### config.mk
export PLATFORM = sky130hd
export DESIGN_NAME = scene_loader
export DESIGN_NICKNAME = d
export VERILOG_FILES = /design/src/rtl/scene_pkg.sv /design/src/rtl/tri_assembler.sv /design/src/rtl/scene_loader.sv
export SDC_FILE = /design/constraint.sdc
export NUM_CORES = 1
export LEC_CHECK = 0
export CAP_MARGIN = 20
export CORE_ASPECT_RATIO = 0.75
export CORE_MARGIN = 4
export CORE_UTILIZATION = 50
export DETAILED_ROUTE_END_ITERATION = 7
export PLACE_DENSITY = 0.77
export SKIP_CTS_REPAIR_TIMING = 1
export SYNTH_ARGS = -nofsm -noshare
export SYNTH_HDL_FRONTEND = slang
export SYNTH_HIERARCHICAL = 1
export SYNTH_SLANG_ARGS = --single-unit
### constraint.sdc
create_clock -name clk -period 2.45 [get_ports clk]
set_clock_uncertainty 0.15 [all_clocks]
set_input_delay 0.3675 -clock clk [delete_from_list [all_inputs] [get_ports clk]]
set_output_delay 0.3675 -clock clk [all_outputs]
set_load 0.05 [all_outputs]
### src/rtl/scene_pkg.sv
// Shared types and constants for the scene loader and its record assembler.
package scene_pkg;

  typedef enum logic [2:0] {
    S_IDLE,
    S_CNT_LO,
    S_CNT_HI,
    S_PAYLOAD,
    S_CHECK
  } loader_state_t;

  localparam logic [7:0] MAGIC           = 8'hA5;
  localparam int         DATA_W_DEF      = 216;
  localparam int         TRI_BYTES       = DATA_W_DEF / 8;
  localparam int         TIMEOUT_CYC_DEF = 1_000_000;
  localparam int         TO_W            = $clog2(TIMEOUT_CYC_DEF + 1);

  localparam logic [1:0] ERR_NONE    = 2'd0;
  localparam logic [1:0] ERR_COUNT   = 2'd1;
  localparam logic [1:0] ERR_CKSUM   = 2'd2;
  localparam logic [1:0] ERR_TIMEOUT = 2'd3;

  // Idle-counter width for an arbitrary timeout limit.
  function automatic int to_width(input int cyc);
    return $clog2(cyc + 1);
  endfunction

endpackage

### src/rtl/tri_assembler.sv
// Packs payload bytes little-endian into one triangle record and keeps the
// running XOR of every payload byte in the current packet.
module tri_assembler
  import scene_pkg::*;
#(
  parameter int DATA_W = TRI_BYTES * 8
) (
  input  logic              clk,
  input  logic              reset,
  input  logic              clr_i,
  input  logic              byte_v_i,
  input  logic [7:0]        byte_i,
  output logic [DATA_W-1:0] rec_o,
  output logic              rec_done_o,
  output logic [7:0]        xor_o
);

  localparam int NB = DATA_W / 8;
  localparam int IW = $clog2(NB);

  logic [IW-1:0]       idx_q;
  logic [DATA_W-9:0]   lanes_q;   // top lane is taken straight from the final byte
  logic [7:0]          xor_q;

  assign rec_done_o = byte_v_i && (idx_q == IW'(NB - 1));
  assign rec_o      = {byte_i, lanes_q};
  assign xor_o      = xor_q;

  // Byte index, lane capture and checksum accumulation on every accepted byte.
  always_ff @(posedge clk) begin
    if (reset) begin
      idx_q   <= '0;
      lanes_q <= '0;
      xor_q   <= '0;
    end else if (clr_i) begin
      idx_q <= '0;
      xor_q <= '0;
    end else if (byte_v_i) begin
      xor_q <= xor_q ^ byte_i;
      idx_q <= rec_done_o ? '0 : idx_q + IW'(1);
      for (int k = 0; k < NB - 1; k++) begin
        if (idx_q == IW'(k)) lanes_q[k*8 +: 8] <= byte_i;
      end
    end
  end

endmodule

### src/rtl/scene_loader.sv
// Framed byte-stream parser that writes triangle records into scene memory,
// verifies the packet checksum and publishes the committed triangle count.
module scene_loader #(
  parameter int         DATA_W      = scene_pkg::TRI_BYTES * 8,
  parameter int         ADDR_W      = 12,
  parameter int         TIMEOUT_CYC = scene_pkg::TIMEOUT_CYC_DEF,
  parameter logic [7:0] MAGIC       = scene_pkg::MAGIC
) (
  input  logic              clk,
  input  logic              reset,
  input  logic              in_valid,
  input  logic [7:0]        in_data,
  output logic              in_ready,
  output logic              wen,
  output logic [DATA_W-1:0] wdata,
  output logic [ADDR_W-1:0] waddr,
  output logic [ADDR_W-1:0] wsize,
  output logic              busy,
  output logic              done,
  output logic              err,
  output logic [1:0]        err_code
);

  import scene_pkg::loader_state_t;
  import scene_pkg::S_IDLE;
  import scene_pkg::S_CNT_LO;
  import scene_pkg::S_CNT_HI;
  import scene_pkg::S_PAYLOAD;
  import scene_pkg::S_CHECK;
  import scene_pkg::ERR_COUNT;
  import scene_pkg::ERR_CKSUM;
  import scene_pkg::ERR_TIMEOUT;

  localparam int TW = scene_pkg::to_width(TIMEOUT_CYC);

  loader_state_t     state_q;
  logic [7:0]        cnt_lo_q;
  logic [ADDR_W-1:0] cnt_q;
  logic [ADDR_W-1:0] cnt_d;
  logic [ADDR_W-1:0] rec_idx_q;
  logic [TW-1:0]     to_q;
  logic              in_ready_q;
  logic              wen_q;
  logic [DATA_W-1:0] wdata_q;
  logic [ADDR_W-1:0] waddr_q;
  logic [ADDR_W-1:0] wsize_q;
  logic              done_q;
  logic              err_q;
  logic [1:0]        err_code_q;

  logic              acc;
  logic              timeout_hit;
  logic [DATA_W-1:0] asm_rec;
  logic              asm_done;
  logic [7:0]        asm_xor;

  assign acc         = in_valid && in_ready_q;
  assign cnt_d       = ADDR_W'({in_data[3:0], cnt_lo_q});
  // An accepted byte on the limit cycle keeps the packet alive.
  assign timeout_hit = (state_q != S_IDLE) && !acc && (to_q == TW'(TIMEOUT_CYC - 1));

  tri_assembler #(.DATA_W(DATA_W)) u_asm (
    .clk        (clk),
    .reset      (reset),
    .clr_i      (acc && (state_q == S_IDLE)),
    .byte_v_i   (acc && (state_q == S_PAYLOAD)),
    .byte_i     (in_data),
    .rec_o      (asm_rec),
    .rec_done_o (asm_done),
    .xor_o      (asm_xor)
  );

  // Packet FSM with registered memory-write, status and error outputs.
  always_ff @(posedge clk) begin
    if (reset) begin
      state_q    <= S_IDLE;
      cnt_lo_q   <= '0;
      cnt_q      <= '0;
      rec_idx_q  <= '0;
      to_q       <= '0;
      in_ready_q <= 1'b0;
      wen_q      <= 1'b0;
      wdata_q    <= '0;
      waddr_q    <= '0;
      wsize_q    <= '0;
      done_q     <= 1'b0;
      err_q      <= 1'b0;
      err_code_q <= '0;
    end else begin
      in_ready_q <= 1'b1;
      wen_q      <= 1'b0;
      done_q     <= 1'b0;
      err_q      <= 1'b0;
      if (state_q == S_IDLE || acc) to_q <= '0;
      else                          to_q <= to_q + TW'(1);

      if (timeout_hit) begin
        err_q      <= 1'b1;
        err_code_q <= ERR_TIMEOUT;
        state_q    <= S_IDLE;
      end else if (acc) begin
        case (state_q)
          S_IDLE: if (in_data == MAGIC) state_q <= S_CNT_LO;
          S_CNT_LO: begin
            cnt_lo_q <= in_data;
            state_q  <= S_CNT_HI;
          end
          S_CNT_HI: begin
            if (in_data[7:4] != 4'd0) begin
              err_q      <= 1'b1;
              err_code_q <= ERR_COUNT;
              state_q    <= S_IDLE;
            end else begin
              // Hide the old scene while its records are being overwritten.
              cnt_q     <= cnt_d;
              wsize_q   <= '0;
              rec_idx_q <= '0;
              state_q   <= (cnt_d == '0) ? S_CHECK : S_PAYLOAD;
            end
          end
          S_PAYLOAD: begin
            if (asm_done) begin
              wen_q     <= 1'b1;
              wdata_q   <= asm_rec;
              waddr_q   <= rec_idx_q;
              rec_idx_q <= rec_idx_q + ADDR_W'(1);
              if (rec_idx_q + ADDR_W'(1) == cnt_q) state_q <= S_CHECK;
            end
          end
          S_CHECK: begin
            if (in_data == asm_xor) begin
              wsize_q <= cnt_q;
              done_q  <= 1'b1;
            end else begin
              err_q      <= 1'b1;
              err_code_q <= ERR_CKSUM;
            end
            state_q <= S_IDLE;
          end
          default: state_q <= S_IDLE;
        endcase
      end
    end
  end

  assign in_ready = in_ready_q;
  assign wen      = wen_q;
  assign wdata    = wdata_q;
  assign waddr    = waddr_q;
  assign wsize    = wsize_q;
  assign busy     = (state_q != S_IDLE);
  assign done     = done_q;
  assign err      = err_q;
  assign err_code = err_code_q;

endmodule

After elaboration in Yosys (flattened, before gate mapping):

Cells that the tools add are included.

* input bits: 11
* register bits: 522
* output and inout bits: 247
* word-level logic and storage cells: 172

* add/sub/neg operators: 3
* equality and inequality tests: 41
* mux-type cells: 25
* bitwise gates (word level): 7
* reduce and logical (&&, ||, !) cells: 55

Operators with widths (number)
* 3-bit AND reduction: 27
* 5-bit equality test (second input constant): 11
* 12-bit case mux with 2 select lines: 2
* 5-bit by 4-bit equality test with 1-bit output (second input constant): 8
* 12-bit 2-to-1 mux: 3
* 20-bit by 1-bit adder with 20-bit output (second input constant): 1
* 20-bit equality test (second input constant): 1
* 5-bit by 3-bit equality test with 1-bit output (second input constant): 4
* 4-bit AND reduction: 4
* 3-bit 2-to-1 mux: 5
* 12-bit by 1-bit adder with 12-bit output (second input constant): 1
* 12-bit equality test: 1
* 12-bit logical NOT: 1
* 3-bit case mux with 4 select lines: 1
* 5-bit by 2-bit equality test with 1-bit output (second input constant): 2
* 5-bit AND reduction: 2
* 8-bit equality test: 1
* 8-bit equality test (second input constant): 1
* 2-bit 2-to-1 mux: 4
* 4-bit OR reduction: 2
* 8-bit XOR: 1
* 1-bit 2-to-1 mux: 7
* 3-bit by 2-bit equality test with 1-bit output (second input constant): 2
* 1-bit logical AND: 6
* 19 further kinds: 33

Longest topological paths before layout:

* depth after elaboration: 6
* depth in mapped cells: 12
* mapped depth without buffers: 9

Modules after synthesis:

The synthesis kept the hierarchy.

By module, submodules not included
* scene_loader: cells each 1430, times used 1, area each 11436.0 um2, sequential area each 6025.8 um2
* tri_assembler: cells each 805, times used 1, area each 8748.4 um2, sequential area each 4424.2 um2

Worst setup path after synthesis:

OpenSTA, ideal clock, no wires.

* path kind: register -> register
* from: register in_ready_q (netlist: in_ready)
* to: register state_q[1]
* period minus slack after synthesis: 2.951 ns
* setup slack: -0.501 ns
* cell stages (with the launch flop): 11
* path buffers: 1
* setup time: 0.128 ns
* arrival: 2.673 ns
* data required time: 2.172 ns
* path through: dfxtp_1 -> nand2_1 -> nor2_1 -> and4b_1 -> and2_1 -> clkbuf_1 -> o22ai_1 -> nor4b_2 -> o2111ai_1 -> o32ai_1 -> a211oi_1

* longest elaborated chain between the ends: 5
* elaborated cells between the ends (all ways): 9
* classes of those cells: eq/ne (1); reduce/logical (8)

RTL lines
* start, declared: line scene_loader.sv:42 `logic in_ready_q;`
* start signal, assigned: line scene_loader.sv:81 `in_ready_q <= 1'b0;`
* start signal, assigned: line scene_loader.sv:90 `in_ready_q <= 1'b1;`
* 1-bit logical AND: line scene_loader.sv:57 `assign acc = in_valid && in_ready_q;`
* 1-bit logical AND: line scene_loader.sv:66 `.byte_v_i (acc && (state_q == S_PAYLOAD)),`
* 1-bit logical AND: line tri_assembler.sv:25 `assign rec_done_o = byte_v_i && (idx_q == IW'(NB - 1));`
* named net asm_done: line scene_loader.sv:54 `logic asm_done;`
* 2-bit by 1-bit inequality test with 1-bit output (no line)
* 4-bit AND reduction (no line)
* end signal, assigned: line scene_loader.sv:118 `state_q <= (cnt_d == '0) ? S_CHECK : S_PAYLOAD;`
* end, declared: line scene_loader.sv:36 `loader_state_t state_q;`

The timed path passes the listed nets, and every way through them passes these cells.
A chain may end at the register's enable or synchronous reset.

Final worst setup path:

* from: register wdata_q[201] (netlist: wdata[201])
* to: output port wdata[201]

RTL lines
* start, declared: line scene_loader.sv:44 `logic [DATA_W-1:0] wdata_q;`
* start signal, assigned: line scene_loader.sv:124 `wdata_q <= asm_rec;`
* end, declared: line scene_loader.sv:15 `output logic [DATA_W-1:0] wdata,`

No word-level cell between the ends.

==> flow_metrics.env <==
export IMPL_report_final_hold_viol_count=0
export IMPL_drt_total_wl_mm=55.1
export IMPL_worst_relative_slew_slack_pct=56.7
export IMPL_starting_density_of_the_core_pct=50.8
export IMPL_antenna_diode_count=0
export IMPL_boundaryPins=258
export IMPL_yosysUniqueCellTypes=59
export IMPL_delay_contributed_by_the_slowest_stage_of_the_critical_path_ns=0.84
export IMPL_setup_worst_path_start="wdata[201]$_SDFFE_PP0P_"
export IMPL_timing_worst_setup_path_type="reg -> out"
export IMPL_cellPowerDensity_mw_per_mm2=659
export IMPL_detail_route_iter0_violations=1248
export IMPL_tritoncts_clock_tree="done"
export IMPL_htree_levels=2
export IMPL_routed_via_count=16300
export IMPL_die_h_um=182
export IMPL_final_min_clock_period_ns=2.34
export IMPL_post_synth_main_area_contributors="sky130_fd_sc_hd__dfxtp_1 52%, sky130_fd_sc_hd__mux2i_1 11%, sky130_fd_sc_hd__nand2_1 9.1%, sky130_fd_sc_hd__nand2b_1 7.2%, sky130_fd_sc_hd__a21oi_1 6.4%"
export IMPL_grt_use_total_pct=24.4
export IMPL_timing_hold_worst_class="in -> reg"
export IMPL_drv_cap=0
export IMPL_max_freq_mhz=427
export IMPL_period_share_pct=95.6
export IMPL_worstPathMaxFanout=2
export IMPL_post_synth_top_area_cell="sky130_fd_sc_hd__dfxtp_1"
export IMPL_globalRouteOverflowTotal=0
export IMPL_finalNetCount=2509
export IMPL_synth_cell_area_mm2=0.0202
export IMPL_path_cells="clkdlybuf4s50_1"
export IMPL_worst_path_stages=1
export IMPL_clk_pin_slew_worst_paths_ns=0.06
export IMPL_critPathCapture="wdata[201]"
export IMPL_grt_setup_unrepaired="false"
export IMPL_core_rowCount=63
export IMPL_most_common_layout_cells="520 x sky130_fd_sc_hd__dfxtp_1, 490 x sky130_fd_sc_hd__nand2_1, 257 x sky130_fd_sc_hd__a21oi_1, 255 x sky130_fd_sc_hd__clkdlybuf4s50_1, 229 x sky130_fd_sc_hd__mux2i_1"
export IMPL_totalNegativeSetupSlack_ns=0
export IMPL_max_vdd_ir_drop_v=0.000486
export IMPL_layout_area_overhead_vs_synth_pct=27.0
export IMPL_dp_final_hpwl_mm=37.1
export IMPL_via_count_of_the_first_global_routing_pass=16000
export IMPL_detail_route_wl_per_cell_um=18.1
export IMPL_reg2reg_setup_slack_ns=0.17
export IMPL_grt_pass1_wl_mm=87.3
export IMPL_synth_edf_count=0
export IMPL_total_power_mw=16.9
export IMPL_tightest_slew_ns=0.646
export IMPL_seq_total_area_yosys_pct=51.8
export IMPL_post_synth_cell_area_avg_um2=9.03
export IMPL_post_synth_inst_count=2235
export IMPL_ant_nets=0
export IMPL_fin_area_mm2=0.0256
export IMPL_antenna_found_initial=0
export IMPL_regToRegEndpoint="state_q[1]$_SDFFE_PP0P_"
export IMPL_synth_top_cell_area_share_pct=51.8
export IMPL_cts_root_buf="sky130_fd_sc_hd__clkbuf_16"
export IMPL_synthesis_yosys_warnings=6
export IMPL_initial_drt_pass_iterations=5
export IMPL_ys_async_sr_fraction_pct=0
export IMPL_place_port_buffers=257
export IMPL_postSynthNetCount=2254
export IMPL_critical_path_top_delay_family="buffers and inverters"
export IMPL_floorplan_core_area_mm2=0.0397
export IMPL_layout_cells_most_common="sky130_fd_sc_hd__dfxtp_1"
export IMPL_fp_dieW_um=240
export IMPL_dominantRegCellSynth="sky130_fd_sc_hd__dfxtp_1"
export IMPL_worst_ep_arrival_time_ns=1.83
export IMPL_final_max_slew_viol_count=0
export IMPL_drive_gt1_share_pct=10.2
export IMPL_placed_cell_area_mm2=0.0239
export IMPL_fp_dieArea_mm2=0.0437
export IMPL_critical_path_endpoint_type="output pin"
export IMPL_cts_path_max_buffers=3
export IMPL_path_buf_inv=1
export IMPL_gp_routability_congestion=0.865
export IMPL_outcome="finished, final reports clean"
export IMPL_cts_inserted_buffers=49
export IMPL_cp_data_required_time_ns=1.93
export IMPL_grt_max_degree=143
export IMPL_critical_path_slowest_cell="sky130_fd_sc_hd__clkdlybuf4s50_1"
export IMPL_vias_per_cell=5.35
export IMPL_critical_path_reg2reg_startpoint="rec_idx_q[8]$_SDFFE_PP0P_"
export IMPL_worstRegToRegCells=6
export IMPL_start_kind="flip-flop"
export IMPL_timing_final_setup_violations=0
export IMPL_cts_sinks=522
export IMPL_drc_violation_count_after_routing=0
export IMPL_flip_flop_and_latch_count_after_synthesis=522
export IMPL_worst_skew_pair_late_latency_ns=0.57
export IMPL_power_leakage_nw=10.3
==> routing by layer <==
layer	share of wire [%]	track usage (%)
met1	46	35.0
met2	46	38.6
met3	6.2	4.42
met4	1.8	5.31
met5	0	0
==> worst register-to-register path: cells and delay by family (launching register included) <==
| family | cells | cell delay [ns] |
|---|---|---|
| and+or+nand+nor | 2 | 0.72 |
| AOI/OAI and AO/OA | 4 | 0.72 |
| DFF | 1 | 0.57 |
==> report_power, final <==
part	leakage, nW	total, mW	switching (mW)	internal (mW)
registers	4.20	8.49	0.00118	8.48
logic	5.22	0.427	0.281	0.146
clock network	0.846	7.99	3.31	4.68
==> registers in the layout, indices dropped and copies added (netlist names) <==
name / count
cnt_lo_q: 8
cnt_q: 12
done: 1
err: 1
err_code: 2
in_ready: 1
rec_idx_q: 12
state_q: 3
to_q: 20
u_asm/idx_q: 5
u_asm/lanes_q: 208
u_asm/xor_o: 8
waddr: 12
wdata: 216
wen: 1
wsize: 12
==> metrics by stage <==
stage	hold slack (ns)	cells	setup slack, ns	utilization [%]
CTS	0.0633	3046	-0.0778	64.4
detailed placement	0.293	2956	-0.463	60.1
floorplan	0.282	2235	0.0586	-
global route	0.0952	3049	0.0620	64.5
finish	0.0851	3049	0.107	64.5
global placement	0.287	2955	-0.535	60.1
==> layout make-up <==
class / count / area, µm²
Sequential cell: 522 / 10500
Timing Repair Buffer: 375 / 3770
Clock buffer: 64 / 1360
Tap cell: 520 / 651
Multi-Input combinational cell: 1534 / 9020
Clock inverter: 26 / 342
Fill cell: 3233 / 14100
Inverter: 8 / 30.0
==> cell usage after synthesis (11+ instances only) <==
cell and count:
sky130_fd_sc_hd__nor2_1 79, sky130_fd_sc_hd__mux2i_1 229, sky130_fd_sc_hd__buf_2 46, sky130_fd_sc_hd__dfxtp_1 522
sky130_fd_sc_hd__nand2_2 22, sky130_fd_sc_hd__xor2_1 35, sky130_fd_sc_hd__a21oi_1 257, sky130_fd_sc_hd__nand2b_1 231
sky130_fd_sc_hd__xnor2_1 14, sky130_fd_sc_hd__clkbuf_1 106, sky130_fd_sc_hd__nand2_1 492, sky130_fd_sc_hd__o21ai_0 19
sky130_fd_sc_hd__buf_4 11, sky130_fd_sc_hd__nand3_1 35
==> worst min path at each step <==
stage                                    start                 endpoint  cells after the start
6_report                                 reset  wdata[195]$_SDFFE_PP0P_                      2
5_1_grt                                  reset    cnt_q[3]$_SDFFE_PP0P_                      2
4_1_cts                                  reset    cnt_q[6]$_SDFFE_PP0P_                      2
3_5_place_dp   u_asm/lanes_q[193]$_SDFFE_PP0P_  wdata[193]$_SDFFE_PP0P_                      2
3_3_place_gp   u_asm/lanes_q[198]$_SDFFE_PP0P_  wdata[198]$_SDFFE_PP0P_                      2
2_1_floorplan  u_asm/lanes_q[120]$_SDFFE_PP0P_  wdata[120]$_SDFFE_PP0P_                      2
==> logic make-up (layout without fill, tap and decap cells) <==
family                   after synthesis  after routing  share of synthesized area (%)
AO/OA/AOI/OAI                        299            299                           7.79
XOR/XNOR                              49             49                           2.13
adder cells (fa/ha/maj)                9              9                          0.552
buffers and inverters                180            473                           3.84
flip-flops                           522            522                           51.8
multiplexers                         229            229                           11.4
AND/OR/NAND/NOR                      947            948                           22.6
(Power assumes the default switching activity.)
